$ cat src/rtl/shift_add_mult_ctrl.sv
// Sequential shift-and-add multiplier: one partial-product step per clock, SIZE steps per product.
// Optional MULT_EARLY_TERMINATE_EN ends the run once the remaining multiplier bits are all zero.
module shift_add_mult_ctrl #(
    parameter int SIZE = 16
) (
    input  logic              Clock,
    input  logic              Reset,
    input  logic              iStart,
    input  logic [SIZE-1:0]   iA,
    input  logic [SIZE-1:0]   iB,
    output logic              oBusy,
    output logic              oDone,
    output logic [2*SIZE-1:0] oResult,
    output logic [1:0]        oDbgState
);

    localparam int CW = (SIZE > 2) ? $clog2(SIZE) : 1;

    typedef enum logic [1:0] {
        ST_IDLE = 2'd0,
        ST_RUN  = 2'd1,
        ST_DONE = 2'd2
    } state_t;

    state_t            r_state;
    state_t            w_state_next;
    logic [2*SIZE-1:0] r_mcand;
    logic [SIZE-1:0]   r_mplier;
    logic [2*SIZE-1:0] r_acc;
    logic [CW-1:0]     r_cnt;
    logic [2*SIZE-1:0] r_result;

    logic [2*SIZE-1:0] w_acc_next;
    logic [SIZE-1:0]   w_mplier_shift;
    logic              w_last;

    always_comb begin
        w_acc_next     = r_mplier[0] ? (r_acc + r_mcand) : r_acc;
        w_mplier_shift = r_mplier >> 1;
`ifdef MULT_EARLY_TERMINATE_EN
        w_last = (r_cnt == CW'(SIZE-1)) || (w_mplier_shift == '0);
`else
        w_last = (r_cnt == CW'(SIZE-1));
`endif
    end

    always_comb begin
        w_state_next = r_state;
        case (r_state)
            ST_IDLE: if (iStart) w_state_next = ST_RUN;
            ST_RUN:  if (w_last) w_state_next = ST_DONE;
            ST_DONE: w_state_next = ST_IDLE;
            default: w_state_next = ST_IDLE;
        endcase
    end

    always_ff @(posedge Clock or posedge Reset) begin
        if (Reset) r_state <= ST_IDLE;
        else       r_state <= w_state_next;
    end

    always_ff @(posedge Clock or posedge Reset) begin
        if (Reset) begin
            r_mcand  <= '0;
            r_mplier <= '0;
            r_acc    <= '0;
            r_cnt    <= '0;
            r_result <= '0;
        end else begin
            case (r_state)
                ST_IDLE: begin
                    if (iStart) begin
                        r_mcand  <= {{SIZE{1'b0}}, iA};
                        r_mplier <= iB;
                        r_acc    <= '0;
                        r_cnt    <= '0;
                    end
                end
                ST_RUN: begin
                    r_acc    <= w_acc_next;
                    r_mcand  <= r_mcand << 1;
                    r_mplier <= w_mplier_shift;
                    r_cnt    <= r_cnt + CW'(1);
                    // Result register includes the final step's addition.
                    if (w_last) r_result <= w_acc_next;
                end
                default: ;
            endcase
        end
    end

    assign oBusy     = (r_state != ST_IDLE);
    assign oDone     = (r_state == ST_DONE);
    assign oResult   = r_result;
    assign oDbgState = r_state;

endmodule

$ cat config.mk
export PLATFORM = sky130hd
export DESIGN_NAME = shift_add_mult_ctrl
export DESIGN_NICKNAME = d
export VERILOG_FILES = /design/src/rtl/shift_add_mult_ctrl.sv
export SDC_FILE = /design/constraint.sdc
export NUM_CORES = 1
export LEC_CHECK = 0
export BUFFER_PORTS_ARGS = -buffer_cell sky130_fd_sc_hd__buf_2
export CAP_MARGIN = 30
export CORE_AREA = 3 3 142 144
export DETAILED_ROUTE_END_ITERATION = 12
export DIE_AREA = 0 0 145 147
export HOLD_SLACK_MARGIN = 0.15
export PLACE_DENSITY_LB_ADDON = 0.15
export SLEW_MARGIN = 5
export SYNTH_ARGS = -nofsm -noshare
export SYNTH_HDL_FRONTEND = slang
export SYNTH_SLANG_ARGS = --single-unit
$ cat constraint.sdc
create_clock -name Clock -period 9.95 [get_ports Clock]
set_clock_uncertainty 0.05 [all_clocks]
set_input_delay 1.4925 -clock Clock [delete_from_list [all_inputs] [get_ports Clock]]
set_output_delay 1.4925 -clock Clock [all_outputs]
set_load 0.02 [all_outputs]
==> results.toml <==
[run_status]
status = "complete, no violations"

[power_and_ir_drop]
total_power_mw = 2.516
p_sw_frac = 0.4079
internal-power_mw = 1.490
switching_power_mw = 1.026
max-vdd-ir-drop_v = 0.0001382
seqPwrFrac = 0.320
power_frac_clock = 0.251
p_leak_nw = 3.682
power.share.combinational = 0.430
p_per_area_nw_per_um2 = 317.3

[global_routing]
grt_pass1_wl_mm = 29.75
antenna_found_initial = 0
grt_pass1_vias = 5529
grt_max_degree = 72
overflow = 0
track_usage = 0.1724

[setup_path]
start_kind = "flop"
critPathCaptureType = "flop"
slowest_delay_ps = 430
cp_cell_sequence = "ha_1 -> fa_1 -> a211o_1 -> a21o_1 -> a211oi_2 -> o211ai_1 -> a31oi_1 -> nand2b_1 -> xnor2_1 -> a21oi_1 -> a21o_1"
crit_type = "flop to flop"
r2r_start = "r_mcand[0]"
cp-startpoint = "r_mcand[0]"
required_ps = 10220
cpMostUsedCell = "a21o_1"
arrival_ps = 3540
path_max_fanout = 4
critPathSlowestCell = "fa_1"

[drt]
drt-total-wl_mm = 17.89
ant_nets = 0
num_vias = 5550
drtIter0Drc = 501
dr.pass1.iters = 5
wl_per_cell_um = 17.51
viasPerCell = 5.431
route.detailed.drc = 0

[hold_path]
worstHoldStart = "oResult[16]"
min_path_type = "flop to flop"

[timing]
setup-violations-final = 0
hold_violations = 0
fin_crit_ps = 3278
rsz0062_at_grt = "false"
tns_ps = 0
maxClockFrequency_ghz = 0.3051
slew_viol_final = 0
tightest_slew_ps = 700.7
min_period_over_period = 0.3294
slew_headroom = 0.5308
hold_slack_ps = 416.0

[clocking]
root_buffer = "clkbuf_16"
cts_buffers = 17
cts_tree = "yes"
cts-hold-fix-buffers = 0
cts-resized-gates = 0
cts_max_level = 4
clock_latency_ps = 430
cts_sinks = 118
cts_buffer_depth = 2
clk_pin_slew_ps = 60
postCtsSetupBuffers = 0

[yosys]
synth_cell_types = 52
synthesis.nets = 761
netlist_instances = 693
async_reset_ff_frac = 1.000
synth_edf_count = 0
syn_area_um2 = 6665
seq_area_frac_synth = 0.4430
synth_flop_cell = "dfrtp_1"
yosys-top-cells-area = "dfrtp_1, o21ai_0, ha_1"
synth_area_leader_cell = "dfrtp_1"
synth.top_cell.area_share = 0.4430
ys.warnings.count = 0
ys_seq_elements = 118
syn_avg_cell_area_um2 = 9.618

[floorplan]
rows = 50
core_area_um2 = 18830
die_h_um = 147
die_w_um = 145
ios = 71
start_util = 0.3540
die_area_um2 = 21320

[cells_and_area]
diodes = 0
finalNetCount = 818
layout_common_cells = "dfrtp_1, o21ai_0, buf_2"
final_area_um2 = 7930
final_common_cell = "dfrtp_1"
final_layout_size_suffix_gt1_frac = 0.1693
fin_cells = 1022
num-fill-cells = 1857
area_delta_synth_final_pct = 18.98

[placement]
dp_hpwl_mm = 12.17
dpl_cell_area_um2 = 7297
finalWeightedCongestion = 0.8871
placed_cells = 990
io_buffers = 70

[job]
max-cap-violations = 0
[registers in the layout, indices dropped and copies added (netlist names)]
| name | flops |
|---|---|
| oDbgState | 2 |
| r_cnt | 4 |
| r_mplier | 16 |
| r_mcand | 32 |
| oResult | 32 |
| r_acc | 32 |
[layout make-up]
type | instances | area (µm²) | area share
multi-input cells | 523 | 3522 | 0.4441
inverters | 9 | 36.28 | 0.004576
clock buffers | 19 | 452.9 | 0.05712
flip-flops and latches | 118 | 2953 | 0.3724
clock inverters | 12 | 152.6 | 0.01925
well taps | 260 | 325.3 | 0.04102
repair buffers | 81 | 488.0 | 0.06153
[per-layer routing]
layer,up-vias,share of wire,track usage
li1,2668,-,-
met5,-,0,0
met1,2728,0.47,0.2287
met4,0,0.014,0.05178
met3,21,0.044,0.04072
met2,133,0.47,0.2822
[metrics by stage]
step	setup WS [ps]	utilization
after floorplan	5278	-
after global placement	6356	0.3845
after detailed placement	6497	0.3875
after CTS	6669	0.4197
after global routing	6458	0.4211
final	6672	0.4211
[cells in the mapped netlist (7+ instances only)]
cell type  count
a22oi_1       30
ha_1          32
mux2i_1       21
xor2_1         7
a22o_1        40
nand3_1       11
xnor2_1       20
inv_1          9
a21o_1        12
nand2_1       63
a21oi_1       68
dfrtp_1      118
a211oi_1       8
and3_1        10
nor2_1        18
nor2b_1       37
clkbuf_1      37
o21ai_0       84
[worst max-delay path, delay by kind of cell, from the launching register on]
kind            cells  cell delay (ps)
flops               1              420
xor+xnor            1              200
simple gates        1              110
compound gates      7             1720
fa+ha+maj           2              680
[worst paths after layout]
kind,endpoint,slack (ps),cells past startpoint
setup / recovery,oResult[26],6670,11
hold / removal,oResult[16],420,2
setup reg to reg,oResult[26],6670,11
hold reg to reg,oResult[16],420,2
max in group asynchronous,r_mplier[3],7790,4
min in group asynchronous,oResult[14],1110,2
[power groups by stage]
| stage | clock network, mW | logic, mW | registers (mW) |
|---|---|---|---|
| after global placement | 0 | 1.03 | 0.803 |
| after global routing | 0.672 | 1.20 | 0.829 |
| after detailed placement | 0 | 1.08 | 0.807 |
| after floorplan | 0 | 0.737 | 0.830 |
| after CTS | 0.647 | 1.09 | 0.803 |
| final | 0.631 | 1.08 | 0.805 |
[cell families after synthesis]
logic type | share of synthesized area
muxes | 0.03154
buffers and inverters | 0.03041
AOI/OAI and AO/OA | 0.2795
DFF | 0.4430
adders and majority gates | 0.06307
xor gates and xnor gates | 0.03548
and+or+nand+nor | 0.1170
No activity file was read; power rests on OpenSTA's default activity.
